==> config.mk <==
export PLATFORM = sky130hd
export DESIGN_NAME = muldiv_unit
export DESIGN_NICKNAME = d
export VERILOG_FILES = /design/src/rtl/mips_pkg.sv /design/src/rtl/muldiv_step.sv /design/src/rtl/muldiv_unit.sv
export SDC_FILE = /design/constraint.sdc
export NUM_CORES = 1
export LEC_CHECK = 0
export CORE_UTILIZATION = 45
export DETAILED_ROUTE_END_ITERATION = 12
export PLACE_DENSITY = 0.67
export SLEW_MARGIN = 25
export SYNTH_ARGS = -nofsm -noshare
export SYNTH_HDL_FRONTEND = slang
export SYNTH_SLANG_ARGS = --single-unit
==> constraint.sdc <==
create_clock -name clk -period 3.4 [get_ports clk]
set_input_delay 0.34 -clock clk [delete_from_list [all_inputs] [get_ports clk]]
set_output_delay 0.34 -clock clk [all_outputs]
set_load 0.05 [all_outputs]
==> src/rtl/mips_pkg.sv <==
// Shared definitions for the HI/LO multiply/divide unit.
//   md_op_t    : operation select encodings driven by control on op_sel
//   md_state_t : sequencer states (IDLE -> RUN -> FIX -> IDLE)
//   MD_ITER    : radix-2 iterations needed for a 32-bit operand
//   is_signed_op / is_mult_op / is_div_op : op_sel decode helpers
package mips_pkg;

    typedef enum logic [2:0] {
        MD_MULT  = 3'd0,
        MD_MULTU = 3'd1,
        MD_DIV   = 3'd2,
        MD_DIVU  = 3'd3,
        MD_MTHI  = 3'd4,
        MD_MTLO  = 3'd5
    } md_op_t;

    typedef enum logic [1:0] {
        IDLE = 2'd0,
        RUN  = 2'd1,
        FIX  = 2'd2
    } md_state_t;

    localparam int MD_ITER = 32;

    function automatic logic is_signed_op(input md_op_t op);
        return (op == MD_MULT) || (op == MD_DIV);
    endfunction

    function automatic logic is_mult_op(input md_op_t op);
        return (op == MD_MULT) || (op == MD_MULTU);
    endfunction

    function automatic logic is_div_op(input md_op_t op);
        return (op == MD_DIV) || (op == MD_DIVU);
    endfunction

endpackage

==> src/rtl/muldiv_step.sv <==
// One combinational radix-2 iteration shared by multiply and divide.
//   is_div   in   1        0: shift-add multiply step, 1: restoring divide step
//   acc      in   2*WIDTH  multiply: {partial product, unconsumed multiplier}
//                          divide:   {partial remainder, unconsumed dividend / quotient}
//   operand  in   WIDTH    multiplicand or divisor magnitude
//   acc_next out  2*WIDTH  accumulator after this step (quotient bit position left 0)
//   q_bit    out  1        quotient bit produced by a divide step (0 for multiply)
module muldiv_step #(
    parameter int WIDTH = 32
) (
    input  logic               is_div,
    input  logic [2*WIDTH-1:0] acc,
    input  logic [WIDTH-1:0]   operand,
    output logic [2*WIDTH-1:0] acc_next,
    output logic               q_bit
);

    logic [WIDTH:0] sum_s;
    logic [WIDTH:0] diff_s;

    // Single step: add-then-shift-right for multiply, shift-then-trial-subtract for divide.
    always_comb begin
        sum_s    = {1'b0, acc[2*WIDTH-1:WIDTH]} + (acc[0] ? {1'b0, operand} : {(WIDTH+1){1'b0}});
        // acc[2W-1:W-1] is the remainder already shifted left with the next dividend bit appended.
        diff_s   = acc[2*WIDTH-1:WIDTH-1] - {1'b0, operand};
        q_bit    = 1'b0;
        acc_next = {sum_s, acc[WIDTH-1:1]};
        if (is_div) begin
            q_bit = ~diff_s[WIDTH];
            if (q_bit) begin
                acc_next = {diff_s[WIDTH-1:0], acc[WIDTH-2:0], 1'b0};
            end else begin
                acc_next = {acc[2*WIDTH-2:0], 1'b0};
            end
        end else begin
            q_bit = 1'b0;
        end
    end

endmodule

==> src/rtl/muldiv_unit.sv <==
// Iterative MIPS HI/LO multiply/divide unit.
//   clk, rst_n         clock, asynchronous active-low reset
//   start, op_sel      launch an operation (ignored while busy)
//   rs_data, rt_data   operand A (multiplicand/dividend/MTxx source), operand B
//   abort              cancel the in-flight operation; HI/LO untouched
//   busy               operation in flight (state != IDLE)
//   done, div_zero     one-cycle pulses in the first IDLE cycle after FIX
//   hi, lo             HI and LO registers
// Optional build macro MULDIV_FAST_MULT_EN: MULT/MULTU use a single-cycle
// array multiply and go straight to FIX; division stays iterative.
module muldiv_unit
    import mips_pkg::*;
#(
    parameter int WIDTH = 32,
    parameter int CNT_W = 6
) (
    input  logic             clk,
    input  logic             rst_n,
    input  logic             start,
    input  logic [2:0]       op_sel,
    input  logic [WIDTH-1:0] rs_data,
    input  logic [WIDTH-1:0] rt_data,
    input  logic             abort,
    output logic             busy,
    output logic             done,
    output logic             div_zero,
    output logic [WIDTH-1:0] hi,
    output logic [WIDTH-1:0] lo
);

    localparam logic [CNT_W-1:0] LAST_CNT = CNT_W'(WIDTH - 1);

    md_state_t          state_r;
    logic [CNT_W-1:0]   cnt_r;
    logic [2*WIDTH-1:0] acc_r;
    logic [WIDTH-1:0]   opnd_r;
    logic               is_div_r;
    logic               neg_res_r;
    logic               neg_rem_r;
    logic               dz_r;
    logic [WIDTH-1:0]   hi_r;
    logic [WIDTH-1:0]   lo_r;
    logic               done_r;
    logic               dz_out_r;

    md_op_t             op_s;
    logic               a_neg_s;
    logic               b_neg_s;
    logic [WIDTH-1:0]   a_mag_s;
    logic [WIDTH-1:0]   b_mag_s;
    logic [2*WIDTH-1:0] step_acc_s;
    logic               step_q_s;
    logic [2*WIDTH-1:0] prod_s;
    logic [WIDTH-1:0]   quot_s;
    logic [WIDTH-1:0]   rem_s;
    logic [WIDTH-1:0]   fix_hi_s;
    logic [WIDTH-1:0]   fix_lo_s;

    assign op_s = md_op_t'(op_sel);

    // Operand magnitudes and sign flags captured on the start edge.
    always_comb begin
        a_neg_s = is_signed_op(op_s) & rs_data[WIDTH-1];
        b_neg_s = is_signed_op(op_s) & rt_data[WIDTH-1];
        a_mag_s = a_neg_s ? ({WIDTH{1'b0}} - rs_data) : rs_data;
        b_mag_s = b_neg_s ? ({WIDTH{1'b0}} - rt_data) : rt_data;
    end

    muldiv_step #(.WIDTH(WIDTH)) u_step (
        .is_div   (is_div_r),
        .acc      (acc_r),
        .operand  (opnd_r),
        .acc_next (step_acc_s),
        .q_bit    (step_q_s)
    );

    // Sign correction of the finished magnitude result; INT_MIN/-1 wraps back to INT_MIN naturally.
    always_comb begin
        prod_s   = neg_res_r ? ({(2*WIDTH){1'b0}} - acc_r) : acc_r;
        quot_s   = neg_res_r ? ({WIDTH{1'b0}} - acc_r[WIDTH-1:0]) : acc_r[WIDTH-1:0];
        rem_s    = neg_rem_r ? ({WIDTH{1'b0}} - acc_r[2*WIDTH-1:WIDTH]) : acc_r[2*WIDTH-1:WIDTH];
        fix_hi_s = prod_s[2*WIDTH-1:WIDTH];
        fix_lo_s = prod_s[WIDTH-1:0];
        if (dz_r) begin
            // Divide by zero keeps the raw dividend in the low half of acc_r.
            fix_hi_s = acc_r[WIDTH-1:0];
            fix_lo_s = {WIDTH{1'b1}};
        end else if (is_div_r) begin
            fix_hi_s = rem_s;
            fix_lo_s = quot_s;
        end else begin
            fix_hi_s = prod_s[2*WIDTH-1:WIDTH];
            fix_lo_s = prod_s[WIDTH-1:0];
        end
    end

    // Sequencer, iteration datapath and HI/LO registers; abort overrides everything but reset.
    always_ff @(posedge clk or negedge rst_n) begin
        if (!rst_n) begin
            state_r   <= IDLE;
            cnt_r     <= {CNT_W{1'b0}};
            acc_r     <= {(2*WIDTH){1'b0}};
            opnd_r    <= {WIDTH{1'b0}};
            is_div_r  <= 1'b0;
            neg_res_r <= 1'b0;
            neg_rem_r <= 1'b0;
            dz_r      <= 1'b0;
            hi_r      <= {WIDTH{1'b0}};
            lo_r      <= {WIDTH{1'b0}};
            done_r    <= 1'b0;
            dz_out_r  <= 1'b0;
        end else if (abort) begin
            state_r  <= IDLE;
            cnt_r    <= {CNT_W{1'b0}};
            done_r   <= 1'b0;
            dz_out_r <= 1'b0;
        end else begin
            done_r   <= 1'b0;
            dz_out_r <= 1'b0;
            case (state_r)
                IDLE: begin
                    if (start) begin
                        case (op_s)
                            MD_MTHI: hi_r <= rs_data;
                            MD_MTLO: lo_r <= rs_data;
                            MD_MULT, MD_MULTU: begin
                                is_div_r  <= 1'b0;
                                dz_r      <= 1'b0;
                                neg_res_r <= a_neg_s ^ b_neg_s;
                                neg_rem_r <= 1'b0;
                                cnt_r     <= {CNT_W{1'b0}};
`ifdef MULDIV_FAST_MULT_EN
                                acc_r     <= {{WIDTH{1'b0}}, a_mag_s} * {{WIDTH{1'b0}}, b_mag_s};
                                opnd_r    <= a_mag_s;
                                state_r   <= FIX;
`else
                                acc_r     <= {{WIDTH{1'b0}}, b_mag_s};
                                opnd_r    <= a_mag_s;
                                state_r   <= RUN;
`endif
                            end
                            MD_DIV, MD_DIVU: begin
                                is_div_r  <= 1'b1;
                                neg_res_r <= a_neg_s ^ b_neg_s;
                                neg_rem_r <= a_neg_s;
                                opnd_r    <= b_mag_s;
                                cnt_r     <= {CNT_W{1'b0}};
                                if (rt_data == {WIDTH{1'b0}}) begin
                                    dz_r    <= 1'b1;
                                    acc_r   <= {{WIDTH{1'b0}}, rs_data};
                                    state_r <= FIX;
                                end else begin
                                    dz_r    <= 1'b0;
                                    acc_r   <= {{WIDTH{1'b0}}, a_mag_s};
                                    state_r <= RUN;
                                end
                            end
                            default: state_r <= IDLE;
                        endcase
                    end
                end
                RUN: begin
                    acc_r <= step_acc_s | {{(2*WIDTH-1){1'b0}}, step_q_s};
                    cnt_r <= cnt_r + {{(CNT_W-1){1'b0}}, 1'b1};
                    if (cnt_r == LAST_CNT) begin
                        state_r <= FIX;
                    end
                end
                FIX: begin
                    hi_r     <= fix_hi_s;
                    lo_r     <= fix_lo_s;
                    done_r   <= 1'b1;
                    dz_out_r <= dz_r;
                    cnt_r    <= {CNT_W{1'b0}};
                    state_r  <= IDLE;
                end
                default: state_r <= IDLE;
            endcase
        end
    end

    assign busy     = (state_r != IDLE);
    assign done     = done_r;
    assign div_zero = dz_out_r;
    assign hi       = hi_r;
    assign lo       = lo_r;

endmodule

Yosys cells after proc, flatten, opt, wreduce, memory -nomap -nowiden
Index checks and enable logic that the tools add are counted.
- $add $sub $neg: 8
- reductions and logical operators: 20
- multiplexer cells: 42
- eq/ne operators: 16
- bitwise logic cells: 6
- operators with widths (kind ; count):
    $mux W32 ; 14
    $mux W64 ; 4
    $pmux W64 S2 ; 2
    $pmux W32 S2 ; 3
    $sub A1 B32 Y32 const A ; 4
    $or A64 B1 Y64 ; 1
    $sub A1 B64 Y64 const A ; 1
    $add A32 B33 Y33 ; 1
    $sub A33 B32 Y33 ; 1
    $logic_not A32 Y1 ; 1
    $reduce_and A4 Y1 ; 5
    $mux W6 ; 3
    $pmux W6 S3 ; 1
    $ne A3 B3 Y1 const B ; 4
    $mux W2 ; 4
    $reduce_bool A2 Y1 ; 4
    $add A6 B1 Y6 const B ; 1
    $eq A3 B2 Y1 const B ; 2
    $eq A3 B3 Y1 const B ; 2
    $eq A6 B5 Y1 const B ; 1
    $mux W1 ; 6
    $pmux W1 S2 ; 3
    $pmux W2 S3 ; 1
    $reduce_and A3 Y1 ; 2
    other kinds (16) ; 21
- word-level logic and storage cells: 104
- output and inout port bits: 67
- flip-flop bits (word level): 174
- input bits: 71

Longest topological paths before layout
Gate-level depths: netlist of the first run.
- depth in word-level cells: 8
- depth in mapped cells: 15
- mapped depth without buffers: 14

Modules after synthesis
Synthesis of the first run repeated with hierarchy kept, for this count alone.
- cell total of the unflattened synthesis: 2139
- area, all modules: 16383.2 um^2
- modules (own cells, without submodules) (module ; cells each ; seq. area each (um^2) ; area each (um^2) ; times used):
    muldiv_unit ; 1479 ; 4354.2 ; 11773.8 ; 1
    muldiv_step ; 660 ; 0.0 ; 4609.4 ; 1

Worst setup path before layout of the first run
OpenSTA, ideal clock, no wires.
- path kind: register to register
- start point: reg acc_r[0]
- end point: reg acc_r[63]
- setup slack: -36 ps
- period minus slack after synthesis: 3436 ps
- library setup time: 126 ps
- stages on the path, launching flop included: 16
- buffers on the path: 2
- data required time: 3274 ps
- arrival: 3310 ps
- cell sequence: dfrtp_1 inv_1 clkbuf_1 nor2_1 ha_1 clkbuf_1 a21o_1 a21o_1 a21oi_1 a21boi_0 a311oi_2 o21ai_1 a221oi_1 o21a_1 nor2_1 a221o_1
- cells in the longest elaborated chain, start to end: 5
- RTL lines (element ; line ; text):
    start, declared ; muldiv_unit.sv:35 ; logic [2*WIDTH-1:0] acc_r;
    start signal, assigned ; muldiv_unit.sv:102 ; acc_r <= {(2*WIDTH){1'b0}};
    start signal, assigned ; muldiv_unit.sv:137 ; acc_r <= {{WIDTH{1'b0}}, b_mag_s};
    start signal, assigned ; muldiv_unit.sv:150 ; acc_r <= {{WIDTH{1'b0}}, rs_data};
    $mux W32 ; muldiv_step.sv:23 ; sum_s = {1'b0, acc[2*WIDTH-1:WIDTH]} + (acc[0] ? {1'b0, operand} : {(WIDTH+1){1'b0}});
    $add A32 B33 Y33 ; muldiv_step.sv:23 ;
    $mux W64 ; muldiv_step.sv:28 ; if (is_div) begin
    $or A64 B1 Y64 ; muldiv_unit.sv:163 ; acc_r <= step_acc_s | {{(2*WIDTH-1){1'b0}}, step_q_s};
    $pmux W64 S2 ; muldiv_unit.sv:120 ; case (state_r)
No other way between the ends.
A chain may end at the register's enable or synchronous reset.

Final worst setup path of the first run
- start point: reg acc_r[23]
- end point: reg hi_r[18], in the netlist hi[18]
- cells in the longest elaborated chain, start to end: 5
- RTL lines (element ; line ; text):
    $sub A1 B64 Y64 ; muldiv_unit.sv:79 ; prod_s = neg_res_r ? ({(2*WIDTH){1'b0}} - acc_r) : acc_r;
    $mux W64 ; muldiv_unit.sv:79 ;
    $mux W32 ; muldiv_unit.sv:88 ; end else if (is_div_r) begin
    $mux W32 ; muldiv_unit.sv:84 ; if (dz_r) begin
    $pmux W32 S2 ; muldiv_unit.sv:120 ;
    end signal, assigned ; muldiv_unit.sv:108 ; hi_r <= {WIDTH{1'b0}};
    end signal, assigned ; muldiv_unit.sv:124 ; MD_MTHI: hi_r <= rs_data;
    end signal, assigned ; muldiv_unit.sv:170 ; hi_r <= fix_hi_s;
    end, declared ; muldiv_unit.sv:41 ; logic [WIDTH-1:0] hi_r;
No other way between the ends.

==> impl_summary.txt, run 1 <==
----------------------------------------------------
[Status]
  Result of the run ... complete, no violations

[Clock network]
  TritonCTS clock tree ... done
  Clock Root Buffer ... sky130_fd_sc_hd__clkbuf_16
  Latest clock arrival within the worst-skew pair ... 470 ps
  Maximum level of the CTS H-tree ... 4
  CTS clock-pin slew for the worst setup and hold paths ... 70 ps
  Number of clock sinks seen by CTS ... 174
  Clock buffer count from CTS ... 17
  Number of buffers on the longest clock path ... 2

[Routing]
  Detailed-route wire length ... 64,400 µm
  ANT nets after route ... 0
  # DRC ... 0
  Detailed-route wire length per cell ... 22.7 µm
  First-pass DRT Iterations ... 6
  Routed vias/inst ... 6.15
  Vias post-DR ... 17,424
  DRC violation total after the first TritonRoute iteration ... 2,184

[Power and ir drop]
  Leak Pwr ... 8.74 nW
  Cell internal pwr ... 9.98 mW
  Clock share of power ... 0.110
  Switching component of the power ... 10.4 mW
  Combinational fraction of design power ... 0.709
  Peak supply drop ... 0.000633 V
  Total Power ... 20.4 mW
  Net Sw Frac ... 0.510
  Part of the total power dissipated in sequential elements ... 0.181
  Power per Cell Area ... 1020 nW/µm²

[Final layout]
  Layout cell share with drive strength beyond 1 ... 0.153
  Number of fill cells ... 3,185
  Antenna cell count ... 0
  Area of the multi-input gates ... 10,700 µm²
  Combined flip-flop and latch cell area ... 4360 µm²
  Final Core Density ... 0.589
  Post-synthesis to final-layout area growth ... 27.4%
  Post-route cell area ... 19,900 µm²
  Top library cells by usage in the layout, fill and taps aside ... 257 x sky130_fd_sc_hd__nand2_1, 257 x sky130_fd_sc_hd__buf_4, 239 x sky130_fd_sc_hd__o21ai_0
  Number of nets in the final layout ... 2,514

[Critical path]
  Crit path max-delay cell type ... sky130_fd_sc_hd__or4_4
  Destination of the worst register-to-register timing path ... hi[18]
  Data required time at the worst endpoint ... 3720 ps
  Cell family contributing the most delay on the critical path ... simple AND/OR/NAND/NOR gates
  Longest individual stage delay on the worst path ... 580 ps
  Type of the setup path with the least slack ... reg -> reg
  Kind of capture point of the worst setup path ... flop
  Arrival time worst endpoint ... 3600 ps
  Worst path buffer plus inverter count ... 0
  Cell-by-cell trace of the critical path ... or4_4 > or4b_4 > nor3_2 > and2b_1 > nand2b_2 > o21ai_0 > xnor2_1 > o211ai_1 > o21ai_0 > o21ai_0
  Critical register-to-register path startpoint ... acc_r[23]
  CP dominant cell by count ... sky130_fd_sc_hd__o21ai_0
  Cell depth of the worst flop-to-flop path ... 10
  Worst reg2reg setup slack ... 120 ps
  Startpoint type of the worst setup path ... flop
  Highest net fanout along the worst path ... 5

[Die]
  Number of ports placed on the die boundary ... 138
  Die outline area ... 35,500 µm²
  Height of the chip ... 188 µm
  Floorplan row count ... 67
  Horizontal die dimension ... 188 µm
  Core Area ... 33,900 µm²
  Starting density of the core ... 0.462

[STA]
  Worst Tran Pin Value ... 867 ps
  Accumulated negative setup slack ... 0 ps
  Max Slew Vio Count ... 0
  Final setup fails ... 0
  Max Clock Skew ... 20.9 ps
  Worst slew slack as a fraction of its limit ... 0.416
  Final worst path period need ... 3280 ps
  Post-route clock period utilization ... 0.966
  Fmax ... 305 MHz
  Min setup slack post-route ... 116 ps
  Number of endpoints with negative hold slack in the final report ... 0

[Yosys]
  Top-area cell type share of the netlist area ... 0.278
  Number of distinct library cell variants in the gate-level netlist after synthesis ... 80
  Post-Synthesis Cells ... 2,100
  Number of synthesized flops with an enable pin ... 0
  Sequential element share of the synthesized area ... 0.278
  Dominant register cell in the synthesized netlist ... sky130_fd_sc_hd__dfrtp_1
  Average instance area after synthesis ... 7.45 µm²
  Number of synthesized register bits ... 174
  Ys async rst share ... 1.00
  Largest cells by area after synthesis ... sky130_fd_sc_hd__dfrtp_1 28%, sky130_fd_sc_hd__o21ai_0 7.9%, sky130_fd_sc_hd__a21oi_1 6.3%, sky130_fd_sc_hd__nand2_1 6.2%, sky130_fd_sc_hd__xnor2_1 6.0%
  Net count of the mapped netlist ... 2,242
  Dominant cell type by area after synthesis ... sky130_fd_sc_hd__dfrtp_1
  Count of yosys warnings during synthesis ... 0
  Mapped Area ... 15,600 µm²

[Global routing]
  Number of global-route vias before repair ... 16,224
  Overflow left after global routing ... 0
  First-pass GRT wire length ... 96,900 µm
  Maximum number of pins on one net before global-route repair ... 67
  Initial antenna violation count ... 3
  Aggregate global-route resource usage ... 0.360

[Run]
  Number of maximum-capacitance violations ... 0

[Place]
  Worst Setup Slack post-DPL ... -310 ps
  Half-perimeter wire length after detailed placement ... 50,800 µm
  Weighted congestion reported at the end of routability-driven placement ... 1.04
  Placed Instance Area ... 19,000 µm²
  Number of buffer cells added on primary ports ... 137

[Hold path]
  Tightest Hold Check Type ... in -> async

----------------------------------------------------
==> worst max-delay path by stage <==
stage | start | to | slack (ps) | cells after the start
final | acc_r[23] | hi[18] | 120 | 10
after global routing | acc_r[0] | acc_r[55] | -60 | 17
after CTS | acc_r[33] | hi[16] | 3 | 12
after detailed placement | rs_data[19] | acc_r[31] | -310 | 9
after global placement | rs_data[19] | acc_r[31] | -320 | 9
after floorplan | acc_r[0] | acc_r[63] | 70 | 15
==> area by class of cell <==
| class | count | area share |
|---|---|---|
| multi-input combinational | 1706 | 0.537 |
| sequential | 174 | 0.218 |
| timing repair buffer | 401 | 0.171 |
| tap | 448 | 0.0281 |
| clock buffer | 19 | 0.0227 |
| inverter | 72 | 0.0136 |
| clock inverter | 13 | 0.00967 |
==> Yosys cell counts (16+ instances only) <==
cell                       number
sky130_fd_sc_hd__xor2_1        84
sky130_fd_sc_hd__a21oi_1      198
sky130_fd_sc_hd__nor4_1        18
sky130_fd_sc_hd__nand2b_1      24
sky130_fd_sc_hd__or3_1         37
sky130_fd_sc_hd__and3_1        19
sky130_fd_sc_hd__dfrtp_1      174
sky130_fd_sc_hd__inv_1         72
sky130_fd_sc_hd__ha_1          69
sky130_fd_sc_hd__nor2b_1       16
sky130_fd_sc_hd__o31ai_1       19
sky130_fd_sc_hd__mux2i_1       49
sky130_fd_sc_hd__o21ai_0      248
sky130_fd_sc_hd__o22ai_1       36
sky130_fd_sc_hd__a22oi_1       16
sky130_fd_sc_hd__clkbuf_1     127
sky130_fd_sc_hd__nor2_1       194
sky130_fd_sc_hd__o211ai_1      24
sky130_fd_sc_hd__xnor2_1      108
sky130_fd_sc_hd__a21o_1        24
sky130_fd_sc_hd__nand2_1      257
sky130_fd_sc_hd__nor3_1        52
sky130_fd_sc_hd__a31oi_1       28
sky130_fd_sc_hd__nand3_1       30
==> power groups by stage <==
stage | registers, mW | clock network [mW] | logic, mW
global placement | 3.67 | 0 | 13.7
detailed placement | 3.70 | 0 | 13.8
global route | 3.78 | 2.34 | 15.4
floorplan | 4.88 | 0 | 7.35
finish | 3.68 | 2.24 | 14.4
CTS | 3.66 | 2.24 | 14.0
==> stage by stage <==
step,instances,hold slack (ps)
floorplan,2100,44.4
global placement,2796,363
detailed placement,2796,362
CTS,2830,441
global route,2833,449
finish,2833,426
==> logic make-up (layout without fill, tap and decap cells) <==
group / after synthesis / after routing / share of synthesized area
simple gates: 697 / 697 / 0.204
compound gates: 692 / 692 / 0.263
buf+inv: 220 / 505 / 0.0539
flops: 174 / 174 / 0.278
xor+xnor: 194 / 194 / 0.110
mux: 52 / 52 / 0.0335
fa+ha+maj: 71 / 71 / 0.0577
==> flip-flops by register name (all words and copies together), names as in the netlist <==
register	cells
acc_r	64
cnt_r	6
div_zero	1
done	1
dz_r	1
hi	32
is_div_r	1
lo	32
neg_rem_r	1
neg_res_r	1
opnd_r	32
state_r	2
==> repair_timing <==
action / in CTS / in global routing
endpoints found under the setup margin: 32 / 42
hold buffers: 1 / 0
resized for setup: 12 / 40
hold endpoints to repair: 53 / 0
setup buffers: 1 / 4
pin swaps: 2 / 11
gates cloned: 0 / 0
==> metal layers <==
layer  vias up  wire length [µm]  GRT usage  share of wire
met3       162              7090     0.0836           0.11
li1       8010                 -          -              -
met2       946             27100      0.528           0.42
met4         6              2530      0.141          0.039
met5         -                41          0        0.00064
met1      8300             27700      0.509           0.43
(Power assumes the default switching activity.)
==> run 2, diff against run 1 <==
--- a/config.mk
+++ b/config.mk
@@ -7,6 +7,7 @@
 export LEC_CHECK = 0
 export CORE_UTILIZATION = 45
 export DETAILED_ROUTE_END_ITERATION = 12
+export MAX_ROUTING_LAYER = met4
 export PLACE_DENSITY = 0.67
 export SLEW_MARGIN = 25
 export SYNTH_ARGS = -nofsm -noshare
==> impl_summary.txt, run 2 (synthesized netlist as in run 1, its figures left out) <==
----------------------------------------------------
[Status]
  Result of the run ... complete, no violations

[STA]
  Max Clock Skew ... 17.8 ps (-3.07 ps)
  Unrepaired setup endpoints after global routing ... true
  Accumulated negative setup slack ... 0 ps (unchanged)
  Fmax ... 300 MHz (-1.4%)
  Number of endpoints with negative hold slack in the final report ... 0 (unchanged)
  Worst slew slack as a fraction of its limit ... 0.412 (-0.00383)
  Min setup slack post-route ... 70.0 ps (-46.3 ps)
  Max Slew Vio Count ... 0 (unchanged)
  Final setup fails ... 0 (unchanged)
  Final worst path period need ... 3330 ps (+46.3 ps)
  Post-route clock period utilization ... 0.979 (+0.0136)
  Worst Tran Pin Value ... 874 ps (+6.86 ps)

[Power and ir drop]
  Power per Cell Area ... 1010 nW/µm² (-0.74%)
  Total Power ... 20.1 mW (-1.2%)
  Leak Pwr ... 8.64 nW (-1.1%)
  Peak supply drop ... 0.000599 V (-5.3%)

[Place]
  Number of buffer cells added on primary ports ... 137 (unchanged)
  Weighted congestion reported at the end of routability-driven placement ... 1.05 (+1.5%)
  Half-perimeter wire length after detailed placement ... 51,400 µm (+1.2%)
  Worst Setup Slack post-DPL ... -340 ps (-30.2 ps)

[Global routing]
  Initial antenna violation count ... 5 (+2)
  Maximum number of pins on one net before global-route repair ... 90 (+34%)
  Overflow left after global routing ... 0 (unchanged)
  Aggregate global-route resource usage ... 0.376 (+0.0160)
  First-pass GRT wire length ... 98,500 µm (+1.7%)
  Number of global-route vias before repair ... 16,343 (+0.73%)

[Die]
  Die outline area ... 35,500 µm² (unchanged)
  Number of ports placed on the die boundary ... 138 (unchanged)
  Height of the chip ... 188 µm (unchanged)
  Core Area ... 33,900 µm² (unchanged)
  Horizontal die dimension ... 188 µm (unchanged)
  Starting density of the core ... 0.462 (unchanged)
  Floorplan row count ... 67 (unchanged)

[Final layout]
  Top library cells by usage in the layout, fill and taps aside ... 257 x sky130_fd_sc_hd__nand2_1, 239 x sky130_fd_sc_hd__buf_4, 235 x sky130_fd_sc_hd__o21ai_0
  Commonest non-fill, non-tap cell in the layout ... sky130_fd_sc_hd__nand2_1
  Register name with the most flops ... acc_r
  Post-synthesis to final-layout area growth ... 26.8%
  Flip-flop count of the largest register after layout ... 64 (unchanged)
  Number of nets in the final layout ... 2,497 (-0.68%)
  Layout cell share with drive strength beyond 1 ... 0.151 (-0.00186)

[Critical path]
  Data required time at the worst endpoint ... 3760 ps (+40 ps)
  Destination of the worst register-to-register timing path ... hi[23]
  Type of the setup path with the least slack ... reg -> reg
  Kind of capture point of the worst setup path ... flop
  Critical register-to-register path startpoint ... acc_r[23]
  Cell depth of the worst flop-to-flop path ... 10 (unchanged)
  Longest individual stage delay on the worst path ... 600 ps (+20 ps)
  Highest net fanout along the worst path ... 3 (-2)
  Startpoint type of the worst setup path ... flop
  Worst reg2reg setup slack ... 70 ps (-50 ps)
  Crit path max-delay cell type ... sky130_fd_sc_hd__or4_4
  Arrival time worst endpoint ... 3690 ps (+90 ps)
  Cell-by-cell trace of the critical path ... or4_4 > or4b_4 > nor3_4 > nor2b_1 > nand2b_1 > a21oi_1 > xnor2_1 > buf_4 > o21ai_0 > a221o_1

[Routing]
  DRC violation total after the first TritonRoute iteration ... 1,957 (-10%)
  First-pass DRT Iterations ... 8 (+2)
  ANT nets after route ... 0 (unchanged)
  Vias post-DR ... 17,428 (+0.023%)
  Detailed-route wire length ... 65,300 µm (+1.3%)
  Detailed-route wire length per cell ... 23.1 µm (+1.8%)
  # DRC ... 0 (unchanged)
  Routed vias/inst ... 6.18 (+0.48%)

[Clock network]
  TritonCTS clock tree ... done
  Number of clock sinks seen by CTS ... 174 (unchanged)
  Clock buffer count from CTS ... 17 (unchanged)
  Number of buffers on the longest clock path ... 2 (unchanged)
  CTS clock-pin slew for the worst setup and hold paths ... 80 ps (about the same)
  Latest clock arrival within the worst-skew pair ... 470 ps (about the same)
  Maximum level of the CTS H-tree ... 4 (unchanged)
  Clock Root Buffer ... sky130_fd_sc_hd__clkbuf_16

[Hold path]
  Tightest Hold Check Type ... in -> async

[Run]
  Number of maximum-capacitance violations ... 0 (unchanged)

----------------------------------------------------
-- run 2: critical path: cells and delay by family (launching register included) --
kind	cells	cell delay [ps]
AOI/OAI and AO/OA	3	500
xor gates and xnor gates	1	220
buffers and inverters	1	150
DFF	1	400
and+or+nand+nor	5	1960
-- run 2: area by class of cell --
type / instances / area (µm²)
fill: 3175 / 14000
multi-input combinational: 1706 / 10800
sequential: 174 / 4360
timing repair buffer: 384 / 3290
tap: 448 / 561
clock buffer: 18 / 429
inverter: 72 / 273
clock inverter: 14 / 170
antenna: 4 / 10.0
-- run 2: through the flow --
stage	instances	area (µm²)	hold WS, ps	utilization
3_5_place_dp	2781	18900	275	0.559
5_1_grt	2820	19800	373	0.586
2_1_floorplan	2100	15600	44.4	-
4_1_cts	2814	19600	358	0.579
6_report	2820	19800	358	0.586
3_3_place_gp	2781	18900	279	0.559
-- run 2: repair_timing --
item,CTS,global route
setup endpoints to repair,19,48
endpoints found under the hold margin,32,0
pin swaps,5,22
resized for setup,19,56
buffers inserted,0,2
hold buffers,1,0
-- run 2: how the worst max path moves through the flow --
stage	from	slack, ps	end
2_1_floorplan	acc_r[0]	70	acc_r[63]
4_1_cts	acc_r[0]	-3	acc_r[55]
6_report	acc_r[23]	70	hi[23]
3_5_place_dp	rs_data[9]	-340	opnd_r[20]
5_1_grt	acc_r[0]	-40	acc_r[63]
3_3_place_gp	rs_data[9]	-300	opnd_r[20]
-- run 2: report_power, final --
group	internal, mW	total (mW)	switching [mW]
Clock	1.11	2.11	0.994
Sequential	2.97	3.75	0.785
Combinational	5.65	14.3	8.62
Total	9.73	20.1	10.4
-- run 2: layer usage --
layer	vias up	wire, µm	GRT usage
met5	-	0	-
met3	135	7520	0.0924
met4	0	2350	0.130
met1	8367	27700	0.511
met2	944	27600	0.541
li1	7982	-	-
